## config.mk

```make
export PLATFORM = sky130hd
export DESIGN_NAME = mem_access_unit
export DESIGN_NICKNAME = d
export VERILOG_FILES = /design/src/rtl/mem_access_unit.sv
export SDC_FILE = /design/constraint.sdc
export NUM_CORES = 1
export LEC_CHECK = 0
export ABC_AREA = 1
export BUFFER_PORTS_ARGS = -buffer_cell sky130_fd_sc_hd__buf_2
export CAP_MARGIN = 20
export CORE_ASPECT_RATIO = 0.75
export CORE_MARGIN = 2
export CORE_UTILIZATION = 40
export DETAILED_ROUTE_END_ITERATION = 12
export GPL_TIMING_DRIVEN = 0
export PLACE_DENSITY = 0.68
export RECOVER_POWER = 25
export SLEW_MARGIN = 20
export SYNTH_ARGS = -nofsm -noshare
export SYNTH_HDL_FRONTEND = slang
export SYNTH_SLANG_ARGS = --single-unit
```

## constraint.sdc

```tcl
create_clock -name clk_i -period 8.1 [get_ports clk_i]
set_clock_uncertainty 0.05 [all_clocks]
set_input_delay 1.215 -clock clk_i [delete_from_list [all_inputs] [get_ports clk_i]]
set_output_delay 1.215 -clock clk_i [all_outputs]
set_load 0.02 [all_outputs]
```

## src/rtl/mem_access_unit.sv

```systemverilog
// Multi-cycle load/store controller between the CPU datapath and a handshaked data memory.
// Optional ISSUE timeout is enabled by defining MAU_TIMEOUT_EN.
module mem_access_unit #(
  parameter int unsigned TIMEOUT_CYC = 255
) (
  input  logic        clk_i,
  input  logic        rst_i,
  input  logic        req_valid_i,
  input  logic        is_store_i,
  input  logic [2:0]  func3_i,
  input  logic [31:0] addr_i,
  input  logic [31:0] st_data_i,
  output logic        stall_o,
  output logic        done_o,
  output logic        acc_err_o,
  output logic [31:0] ld_data_o,
  output logic        mem_req_o,
  output logic        mem_we_o,
  output logic [3:0]  mem_be_o,
  output logic [31:0] mem_addr_o,
  output logic [31:0] mem_wdata_o,
  input  logic        mem_ack_i,
  input  logic [31:0] mem_rdata_i
);

  typedef enum logic [1:0] {StIdle, StIssue, StDone, StErr} state_e;

  state_e      state_q, state_d;
  logic [1:0]  off_q, off_d;
  logic        mem_we_q, mem_we_d;
  logic [3:0]  mem_be_q, mem_be_d;
  logic [31:0] mem_addr_q, mem_addr_d;
  logic [31:0] mem_wdata_q, mem_wdata_d;
  logic [31:0] ld_data_q, ld_data_d;

  logic        legal;
  logic [3:0]  be_new;

`ifdef MAU_TIMEOUT_EN
  localparam int unsigned CntW = (TIMEOUT_CYC > 255) ? $clog2(TIMEOUT_CYC + 1) : 8;
  logic [CntW-1:0] cnt_q, cnt_d;
  logic            cnt_limit;
  // Leaving ISSUE on the cycle the counter would reach TIMEOUT_CYC.
  assign cnt_limit = (cnt_q == CntW'(TIMEOUT_CYC - 1));
`endif

  // Access size/type decode and alignment check on the incoming request.
  always_comb begin
    legal  = 1'b0;
    be_new = 4'b0000;
    case (func3_i)
      3'b000, 3'b100: begin
        legal  = 1'b1;
        be_new = 4'b0001 << addr_i[1:0];
      end
      3'b001, 3'b101: begin
        legal  = ~addr_i[0];
        be_new = 4'b0011 << addr_i[1:0];
      end
      3'b010: begin
        legal  = (addr_i[1:0] == 2'b00);
        be_new = 4'b1111;
      end
      default: ;
    endcase
    if (is_store_i && func3_i[2]) begin
      legal = 1'b0;
    end
  end

  always_comb begin
    state_d     = state_q;
    off_d       = off_q;
    mem_we_d    = mem_we_q;
    mem_be_d    = mem_be_q;
    mem_addr_d  = mem_addr_q;
    mem_wdata_d = mem_wdata_q;
    ld_data_d   = ld_data_q;
    stall_o     = 1'b0;
    done_o      = 1'b0;
    acc_err_o   = 1'b0;
    mem_req_o   = 1'b0;
`ifdef MAU_TIMEOUT_EN
    cnt_d       = '0;
`endif
    unique case (state_q)
      StIdle: begin
        if (req_valid_i) begin
          stall_o = 1'b1;
          if (legal) begin
            state_d     = StIssue;
            off_d       = addr_i[1:0];
            mem_we_d    = is_store_i;
            mem_be_d    = be_new;
            mem_addr_d  = {addr_i[31:2], 2'b00};
            mem_wdata_d = st_data_i << {addr_i[1:0], 3'b000};
          end else begin
            state_d = StErr;
          end
        end
      end
      StIssue: begin
        stall_o   = 1'b1;
        mem_req_o = 1'b1;
        if (mem_ack_i) begin
          state_d = StDone;
          if (!mem_we_q) begin
            ld_data_d = mem_rdata_i >> {off_q, 3'b000};
          end
`ifdef MAU_TIMEOUT_EN
        end else if (cnt_limit) begin
          state_d = StErr;
        end else begin
          cnt_d = cnt_q + 1'b1;
`endif
        end
      end
      StDone: begin
        done_o  = 1'b1;
        state_d = StIdle;
      end
      StErr: begin
        acc_err_o = 1'b1;
        state_d   = StIdle;
      end
      default: state_d = StIdle;
    endcase
  end

  always_ff @(posedge clk_i or posedge rst_i) begin
    if (rst_i) begin
      state_q     <= StIdle;
      off_q       <= 2'b00;
      mem_we_q    <= 1'b0;
      mem_be_q    <= 4'b0000;
      mem_addr_q  <= '0;
      mem_wdata_q <= '0;
      ld_data_q   <= '0;
    end else begin
      state_q     <= state_d;
      off_q       <= off_d;
      mem_we_q    <= mem_we_d;
      mem_be_q    <= mem_be_d;
      mem_addr_q  <= mem_addr_d;
      mem_wdata_q <= mem_wdata_d;
      ld_data_q   <= ld_data_d;
    end
  end

`ifdef MAU_TIMEOUT_EN
  always_ff @(posedge clk_i or posedge rst_i) begin
    if (rst_i) begin
      cnt_q <= '0;
    end else begin
      cnt_q <= cnt_d;
    end
  end
`endif

  assign mem_we_o    = mem_we_q;
  assign mem_be_o    = mem_be_q;
  assign mem_addr_o  = mem_addr_q;
  assign mem_wdata_o = mem_wdata_q;
  assign ld_data_o   = ld_data_q;

endmodule

```

# Word-level counts from Yosys, hierarchy flattened
# Cells that the tools add are included.
dict set report word_totals {
  input_bits 104
  ff_bits 103
  word_cells 44
}
dict set report classes {
  n_shift 4
  n_eq_ne 9
  mux 12
  n_reduce_logical 10
  bitwise 2
}
# cell count
set op_table {}
lappend op_table {{<< shifter 32 x 5 -> 32 bit} 1}
lappend op_table {{>> shifter 32 x 5 -> 32 bit} 1}
lappend op_table {{case mux 4 bit (3 select lines)} 1}
lappend op_table {{equality test 3 bit, second input constant} 2}
lappend op_table {{2-to-1 mux 2 bit} 3}
lappend op_table {{case mux 2 bit (3 select lines)} 1}
lappend op_table {{AND reduction 3 bit} 2}
lappend op_table {{OR reduction 2 bit} 3}
lappend op_table {{2-to-1 mux 1 bit} 5}
lappend op_table {{equality test 2 bit, second input constant} 2}
lappend op_table {{zero test 2 bit} 2}
lappend op_table {{inequality test 2 bit, second input constant} 2}
lappend op_table {{<< shifter 1 x 2 -> 4 bit, first input constant} 1}
lappend op_table {{<< shifter 2 x 2 -> 4 bit, first input constant} 1}
lappend op_table {{equality test 3 x 1 -> 1 bit, second input constant} 1}
lappend op_table {{equality test 3 x 2 -> 1 bit, second input constant} 1}
lappend op_table {{zero test 3 bit} 1}
lappend op_table {{case mux 1 bit (3 select lines)} 1}
lappend op_table {{equality test 2 x 1 -> 1 bit, second input constant} 1}
lappend op_table {{inverter 1 bit} 2}
lappend op_table {{case mux 1 bit (2 select lines)} 1}
lappend op_table {{AND reduction 2 bit} 1}
lappend op_table {{logical AND 1 bit} 1}

# Logic depth before layout (Yosys ltp)
# Gate-level depths: netlist of run 1.
dict set report depth {
  word_depth 7
  ltp_mapped 9
}

# Worst setup path before layout of run 1
# No wires, ideal clock.
dict set report synth_path {
  path_type {input to output}
  start {input port req_valid_i}
  end {output port stall_o}
  t_required_ns 6.835
  path_buffers 1
  arrival_ns 1.996
  cell_stages 5
  slack_ns 4.839
  cell_sequence {inv_1 nor3_2 buf_2 inv_1 nand2_1}
}
dict set report synth_between {
  elab_chain_len 2
}
# element line
set synth_lines {}
lappend synth_lines {{from (decl)} 8} ;# input logic req_valid_i,
lappend synth_lines {{2-to-1 mux 1 bit} 88} ;# if (req_valid_i) begin
lappend synth_lines {{case mux 1 bit (2 select lines)} 86} ;# unique case (state_q)
lappend synth_lines {{to (decl)} 13} ;# output logic stall_o,
# No other way between the ends.

# Worst setup path after layout of run 1
# Ends and elaborated chain as after synthesis.

==> results.yml, run 1 <==
status:
  status: "complete, no violations"
worst_setup_path:
  slowest_stage: "nor3_2"
  crit_path_frequent_cell: "buf_2"
  critPathTopFamily: "buffers and inverters"
  cp.arrival_ns: 2.57
  crit_fanout: 10
  startpoint_type: "input port"
  worstSetupPathType: "in -> out"
  cp_cell_sequence: "buf_2 -> inv_1 -> nor3_2 -> buf_2 -> inv_1 -> nand2_1 -> buf_2"
  path_buf_inv: 5
  crit_required_ns: 6.84
  slowest_delay_ns: 0.60
  end_kind: "output port"
floorplan:
  die_w_um: 137
  die_area_mm2: 0.0143
  core.rowCount: 36
  start_util: 0.409
  ios: 209
  dieHeight_um: 104
  fp.coreArea_mm2: 0.0130
clock_network:
  cts_resized: 0
  cts_made_buffers: 9
  post_cts_buffers: 0
  htree_levels: 3
  clk_path_buf_depth: 2
  hold_buffers: 0
  clock_latency_ns: 0.34
  cts_num_sinks: 103
  cts_tree: "done"
  root_buffer: "clkbuf_16"
  path_clk_slew_ns: 0.07
power_and_ir_drop:
  peakVddDrop_mv: 0.232
  p_leak_nw: 3.98
  power_density_mw_per_mm2: 363
drt:
  dr.pass1.iters: 5
  drt-wirelength-per-cell_um: 16.1
  vias_per_cell: 5.16
  via_count: 5784
  postRouteAntennaNets: 0
  drt_wl_total_mm: 18.1
  route.detailed.drc: 0
  drt_iter0_markers: 446
sta:
  setup-tns-final_ns: 0
  worst_slew_margin_rel: 0.161
  max_freq_mhz: 261
  period_needed_ns: 3.84
  finalSetupViolations: 0
  tightest_slew_ns: 1.25
  finalHoldViolCount: 0
  period_share: 0.473
  rsz0062_at_grt: "false"
  slew_viol_final: 0
synthesis:
  synth_cell_types: 23
  syn-cell-area_mm2: 0.00533
  ys_seq_elements: 103
  syn_avg_cell_area_um2: 7.32
  seq_area_frac_synth: 0.484
  yosys_warnings: 0
  synth_cells: 728
layout:
  n_antenna_cell: 0
  stdcell_count: 1121
  final_nets: 1049
  drive_gt1_frac: 0.259
  area_growth_pct: 29.5
grt:
  grt_max_degree: 78
  grt_overflow: 0
  antenna_found_initial: 0
  grt_pass1_wl_mm: 28.7
  grt_pass1_vias: 5458
  grt_use_total: 0.257
placement:
  port_buffers: 204
  place_congestion: 1.00
  hpwlAfterDp_mm: 13.8
  placed_cells: 1105
hold_path:
  hold_path_class: "reg -> reg"
job:
  cap_violations: 0
-- layout make-up --
class	instances	area, µm²
fill	1312	6120
sequential	103	2580
multi-input combinational	521	2330
timing repair buffer	205	1050
buffer	55	236
clock buffer	9	225
tap	171	214
inverter	50	189
clock inverter	7	80.1
-- Yosys cell counts, drive strengths merged --
library cell  instances  area, µm²
a21oi                16       80.1
buf                  17       93.8
clkbuf               38        143
clkinv                3       11.3
conb                  1       3.75
dfrtp               103       2580
inv                  47        176
nand2               314       1180
nand3                30        155
nand4                69        432
nor2                 21       78.8
nor3                  2       26.3
o211ai                8       60.1
o21ai                51        255
or2                   8       50.1
-- path summary, 6_finish.rpt --
| path | to | slack (ns) | cells after the start | start |
|---|---|---|---|---|
| max reg2reg | mem_addr_o[19]$_DFFE_PP0P_ | 5.97 | 6 | state_q[0]$_DFFE_PP0P_ |
| min reg2reg | mem_wdata_o[14]$_DFFE_PP0P_ | 0.41 | 2 | mem_wdata_o[14]$_DFFE_PP0P_ |
| max in group asynchronous | mem_addr_o[11]$_DFFE_PP0P_ | 6.02 | 3 | rst_i |
| max | stall_o | 4.26 | 7 | req_valid_i |
| min | mem_wdata_o[14]$_DFFE_PP0P_ | 0.41 | 2 | mem_wdata_o[14]$_DFFE_PP0P_ |
| min in group asynchronous | mem_addr_o[16]$_DFFE_PP0P_ | 1.08 | 2 | rst_i |
-- sequential cells by signal (all words and copies together) (netlist names) --
signal       count
state_q          2
mem_wdata_o     32
mem_be_o         4
ld_data_o       32
mem_addr_o      30
mem_we_o         1
off_q            2
-- report_power, final --
part | switching [W] | internal [W] | leakage, nW | total, W
clock network | 0.000208 | 0.000244 | 0.148 | 0.000453
logic | 0.000809 | 0.000362 | 2.51 | 0.00117
registers | 0.000137 | 0.000746 | 1.32 | 0.000883
-- worst register-to-register path: stages, from the launching register on --
cell and delay, ns:
dfrtp_1 0.43, nor3_2 0.69, nand3_2 0.30, buf_2 0.28, buf_6 0.16, nand2_1 0.06
nand2_1 0.05
-- metrics by stage --
stage / power, W / util / cell area [µm²] / setup WS [ns] / hold slack, ns
after floorplan: 0.00161 / - / 5330 / 4.13 / 0.527
after global placement: 0.00204 / 0.504 / 6570 / 2.84 / 0.400
after detailed placement: 0.00206 / 0.507 / 6600 / 4.26 / 0.404
after CTS: 0.00252 / 0.530 / 6900 / 4.25 / 0.422
after global routing: 0.00269 / 0.530 / 6900 / 4.12 / 0.439
final: 0.00251 / 0.530 / 6900 / 4.26 / 0.415
-- layout by cell type, fill, tap and decap left out, types with 3 or more instances in the layout --
master and count:
o21ai_1 14, or2_2 8, clkbuf_16 9, inv_1 45, nand2_1 312, buf_2 210, clkbuf_1 38, nand4_1 69
o21ai_0 37, buf_1 7, o211ai_1 8, clkinv_1 3, nand3_1 29, nor2_1 21, a21oi_1 16, dfrtp_1 103
-- routing by layer --
| layer | share of wire | GRT usage |
|---|---|---|
| met2 | 0.41 | 0.356 |
| met1 | 0.48 | 0.397 |
| met4 | 0.018 | 0.0648 |
| met3 | 0.093 | 0.0663 |
| met5 | 0 | 0 |
-- kinds of logic after synthesis --
| kind of cell | share of synthesized area |
|---|---|
| simple gates | 0.362 |
| buf+inv | 0.0796 |
| flops | 0.484 |
| compound gates | 0.0742 |
| other cells | 0.000704 |
Note: power is estimated with default switching activity, not from simulation.
==> run 2: changes to the inputs <==
--- a/config.mk
+++ b/config.mk
@@ -13,7 +13,7 @@
 export CORE_UTILIZATION = 40
 export DETAILED_ROUTE_END_ITERATION = 12
 export GPL_TIMING_DRIVEN = 0
-export PLACE_DENSITY = 0.68
+export PLACE_DENSITY = 0.7
 export RECOVER_POWER = 25
 export SLEW_MARGIN = 20
 export SYNTH_ARGS = -nofsm -noshare
==> constraint.sdc (replaced) <==
create_clock -name clk_i -period 3.3 [get_ports clk_i]
set_clock_uncertainty 0.05 [all_clocks]
set_input_delay 0.495 -clock clk_i [delete_from_list [all_inputs] [get_ports clk_i]]
set_output_delay 0.495 -clock clk_i [all_outputs]
set_load 0.02 [all_outputs]
==> results.yml, run 2 (same netlist as run 1, synthesis figures left out) <==
layout:
  final_nets: 1049
  fin_area_mm2: 0.00691
  drive_gt1_frac: 0.259
  final_cell_mix: "nand2_1 (312), buf_2 (210), dfrtp_1 (103)"
  multi_input_area_mm2: 0.00233
  n_antenna_cell: 0
  seq_area_mm2: 0.00258
  final_common_cell: "nand2_1"
  n_fill_cell: 1336
  area_growth_pct: 29.7
floorplan:
  fp.coreArea_mm2: 0.0130
  core.rowCount: 36
  die_w_um: 137
  start_util: 0.409
  dieHeight_um: 104
  ios: 209
  die_area_mm2: 0.0143
clock_network:
  clock_latency_ns: 0.34
  clk_path_buf_depth: 2
  path_clk_slew_ns: 0.07
  htree_levels: 3
  cts_resized: 0
  root_buffer: "clkbuf_16"
  cts_num_sinks: 103
  cts_tree: "done"
  post_cts_buffers: 0
  cts_made_buffers: 9
  hold_buffers: 0
sta:
  rsz0062_at_grt: "false"
  finalSetupViolations: 0
  period_needed_ns: 2.61
  finalHoldViolCount: 0
  period_share: 0.792
  layout_setup_ws_ns: 0.686
  slew_viol_final: 37
  worst_slew_margin_rel: -0.127
  max_freq_mhz: 383
  tightest_slew_ns: 1.68
drt:
  via_count: 5750
  vias_per_cell: 5.13
  drt_iter0_markers: 444
  dr.pass1.iters: 5
  drt_wl_total_mm: 17.8
  postRouteAntennaNets: 0
  route.detailed.drc: 0
  drt-wirelength-per-cell_um: 15.9
hold_path:
  hp-start: "mem_ack_i"
  hold_path_class: "in -> reg"
  min_path_cells: 2
  min_to: "state_q[0]$_DFFE_PP0P_"
worst_setup_path:
  rr_startpoint: "state_q[0]$_DFFE_PP0P_"
  crit_required_ns: 2.75
  crit_fanout: 10
  rrSetupSlack_ns: 1.24
  cp.arrival_ns: 2.07
  startpoint_type: "register"
  worstSetupPathType: "reg -> out"
  end_kind: "output port"
  reg2reg_to: "mem_addr_o[18]$_DFFE_PP0P_"
  worstRegToRegCells: 6
placement:
  place_congestion: 0.956
  hpwlAfterDp_mm: 13.9
  dpl_cell_area_mm2: 0.00660
  place_ws_ns: 0.981
  port_buffers: 204
power_and_ir_drop:
  peakVddDrop_mv: 0.391
  p_leak_nw: 3.98
  power_w: 0.00615
  power_density_mw_per_mm2: 890
grt:
  grt_max_degree: 68
  grt_pass1_vias: 5302
  antenna_found_initial: 0
  grt_overflow: 0
  grt_use_total: 0.254
  grt_pass1_wl_mm: 28.2
status:
  violations: "max-capacitance violations, max-slew violations"
  status: "finished, violations left"
job:
  cap_violations: 1
run 2: changes by cell type in the layout (fill, tap and decap cells not counted), sizes merged:
cell    delta
clkinv     -1
clkbuf     +1
run 2: stage by stage:
step	TNS (ns)	utilization	hold slack, ns	cells
2_1_floorplan	0	-	0.527	729
3_3_place_gp	-123.82	0.504	0.399	1104
3_5_place_dp	0	0.507	0.404	1105
4_1_cts	0	0.531	0.0901	1121
5_1_grt	0	0.531	0.308	1121
6_report	0	0.531	0.303	1121
run 2: report_power, final:
group          switching, W  internal (W)  total (W)
combinational       0.00197      0.000888    0.00285
sequential         0.000338       0.00183    0.00217
clock              0.000500      0.000622    0.00112
total               0.00280       0.00334    0.00615
run 2: cell type report:
| class | count | area share |
|---|---|---|
| Sequential cell | 103 | 0.373 |
| Multi-Input combinational cell | 521 | 0.337 |
| Timing Repair Buffer | 205 | 0.152 |
| Clock buffer | 10 | 0.0346 |
| Buffer | 55 | 0.0342 |
| Tap cell | 171 | 0.0310 |
| Inverter | 50 | 0.0274 |
| Clock inverter | 6 | 0.0109 |
run 2: worst max-delay path by stage:
stage / startpoint / to / slack [ns] / cells after the start
after floorplan: rst_i / ld_data_o[0]$_DFFE_PP0P_ / 0.05 / 1
after global placement: rst_i / mem_wdata_o[20]$_DFFE_PP0P_ / -1.21 / 2
after detailed placement: req_valid_i / stall_o / 0.98 / 7
after CTS: state_q[0]$_DFFE_PP0P_ / stall_o / 0.68 / 5
after global routing: state_q[0]$_DFFE_PP0P_ / stall_o / 0.52 / 5
final: state_q[0]$_DFFE_PP0P_ / stall_o / 0.69 / 5
run 2: routing by layer:
metal / track usage / part of all wire
met3: 0.0658 / 0.10
met5: 0 / 0
met1: 0.401 / 0.48
met2: 0.349 / 0.41
met4: 0.0508 / 0.0082
run 2: worst max-delay path, cell delays in order, from the launching register on:
cell	delay, ns
dfrtp_1	0.43
nor3_2	0.63
buf_2	0.35
inv_1	0.09
nand2_1	0.06
buf_2	0.17
==> run 3: changes to the inputs <==
--- a/config.mk
+++ b/config.mk
@@ -13,7 +13,7 @@
 export CORE_UTILIZATION = 40
 export DETAILED_ROUTE_END_ITERATION = 12
 export GPL_TIMING_DRIVEN = 0
-export PLACE_DENSITY = 0.7
+export PLACE_DENSITY = 0.68
 export RECOVER_POWER = 25
 export SLEW_MARGIN = 20
 export SYNTH_ARGS = -nofsm -noshare
==> constraint.sdc (replaced) <==
create_clock -name clk_i -period 2.52 [get_ports clk_i]
set_clock_uncertainty 0.05 [all_clocks]
set_input_delay 0.378 -clock clk_i [delete_from_list [all_inputs] [get_ports clk_i]]
set_output_delay 0.378 -clock clk_i [all_outputs]
set_load 0.02 [all_outputs]
==> results.yml, run 3 (same netlist as run 1, synthesis figures left out) <==
worst_setup_path:
  worstSetupPathType: "reg -> out"
  rr_startpoint: "state_q[1]$_DFFE_PP0P_"
  end_kind: "output port"
  cp.arrival_ns: 1.90
  startpoint_type: "register"
  reg2reg_to: "ld_data_o[14]$_DFFE_PP0P_"
  crit_fanout: 10
  crit_required_ns: 2.09
  worstRegToRegCells: 7
  rrSetupSlack_ns: 0.62
drt:
  drt-met1-wl_mm: 8.70
  via_count: 5694
  route.detailed.drc: 0
  dr.pass1.iters: 7
  drt-wirelength-per-cell_um: 16.3
  highest-signal-layer: "met4"
  postRouteAntennaNets: 0
  drt_wl_total_mm: 18.3
  wl_met2_mm: 7.54
  dr_wl_met3_mm: 1.71
  vias_per_cell: 5.07
  drt_iter0_markers: 602
grt:
  grt_overflow: 0
  antenna_found_initial: 0
  grt_use_total: 0.261
  grt_pass1_wl_mm: 28.9
  grt_pass1_vias: 5431
  grt_max_degree: 32
layout:
  final_common_cell: "nand2_1"
  n_antenna_cell: 0
  n_fill_cell: 1306
  final_nets: 1051
  final_cell_mix: "nand2_1 (312), buf_2 (209), dfrtp_1 (103)"
  stdcell_count: 1123
  final_util: 0.530
  drive_gt1_frac: 0.258
  area_growth_pct: 29.6
floorplan:
  dieHeight_um: 104
  start_util: 0.409
  core.rowCount: 36
  fp.coreArea_mm2: 0.0130
  ios: 209
  die_area_mm2: 0.0143
  die_w_um: 137
power_and_ir_drop:
  peakVddDrop_mv: 0.664
  power_density_mw_per_mm2: 1160
  p_leak_nw: 3.98
clock_network:
  root_buffer: "clkbuf_16"
  clk_path_buf_depth: 2
  htree_levels: 3
  cts_tree: "done"
  cts_num_sinks: 103
  path_clk_slew_ns: 0.07
  cts_resized: 1
  hold_buffers: 0
  post_cts_buffers: 0
  clock_latency_ns: 0.34
  cts_made_buffers: 9
job:
  cap_violations: 0
placement:
  placed_cells: 1107
  place_congestion: 0.984
  port_buffers: 204
  place_ws_ns: 0.328
  hpwlAfterDp_mm: 14.4
sta:
  max_freq_mhz: 429
  setup-tns-final_ns: 0
  period_needed_ns: 2.33
  slew_viol_final: 0
  rsz0062_at_grt: "false"
  finalSetupViolations: 0
  holdWs_ns: 0.181
  period_share: 0.925
  finalHoldViolCount: 0
  tightest_slew_ns: 1.15
  worst_slew_margin_rel: 0.229
  layout_setup_ws_ns: 0.188
status:
  status: "complete, no violations"
hold_path:
  hold_path_class: "in -> async"
-- run 3: changes by cell type in the layout (fill, tap and decap cells not counted), sizes merged --
cell and delta:
buf -1, bufinv -1, clkbuf +4
-- run 3: routing by layer --
| metal | vias to the layer above | global-route usage |
|---|---|---|
| li1 | 2797 | - |
| met5 | - | 0 |
| met4 | 0 | 0.0692 |
| met3 | 27 | 0.0682 |
| met1 | 2609 | 0.404 |
| met2 | 261 | 0.357 |
-- run 3: layout make-up --
| type | instances | area (µm²) | area share |
|---|---|---|---|
| sequential | 103 | 2580 | 0.374 |
| timing repair buffer | 207 | 1050 | 0.152 |
| tap | 171 | 214 | 0.0310 |
| multi-input combinational | 521 | 2330 | 0.338 |
| clock inverter | 5 | 47.5 | 0.00689 |
| clock buffer | 11 | 253 | 0.0366 |
| buffer | 55 | 236 | 0.0343 |
| inverter | 50 | 189 | 0.0274 |
-- run 3: critical path, stage by stage (launching register included) --
cell,delay [ns]
dfrtp_1,0.45
nor3_4,0.49
buf_2,0.31
inv_1,0.09
nand2_1,0.06
buf_2,0.16
-- run 3: how the worst max path moves through the flow --
stage	start	endpoint	slack (ns)
finish	state_q[0]$_DFFE_PP0P_	stall_o	0.19
CTS	state_q[0]$_DFFE_PP0P_	stall_o	0.16
floorplan	rst_i	ld_data_o[0]$_DFFE_PP0P_	0.86
global placement	rst_i	mem_wdata_o[19]$_DFFE_PP0P_	0.10
global route	state_q[0]$_DFFE_PP0P_	stall_o	0.04
detailed placement	req_valid_i	stall_o	0.33
-- run 3: power breakdown --
part | internal [W] | switching, W | total (W)
Combinational | 0.00117 | 0.00260 | 0.00377
Sequential | 0.00240 | 0.000440 | 0.00284
Clock | 0.000745 | 0.000663 | 0.00141
-- run 3: metrics by stage --
stage,area (µm²),total power (W)
floorplan,5330,0.00517
global placement,6570,0.00656
detailed placement,6640,0.00662
CTS,6940,0.00805
global route,6900,0.00859
finish,6900,0.00801
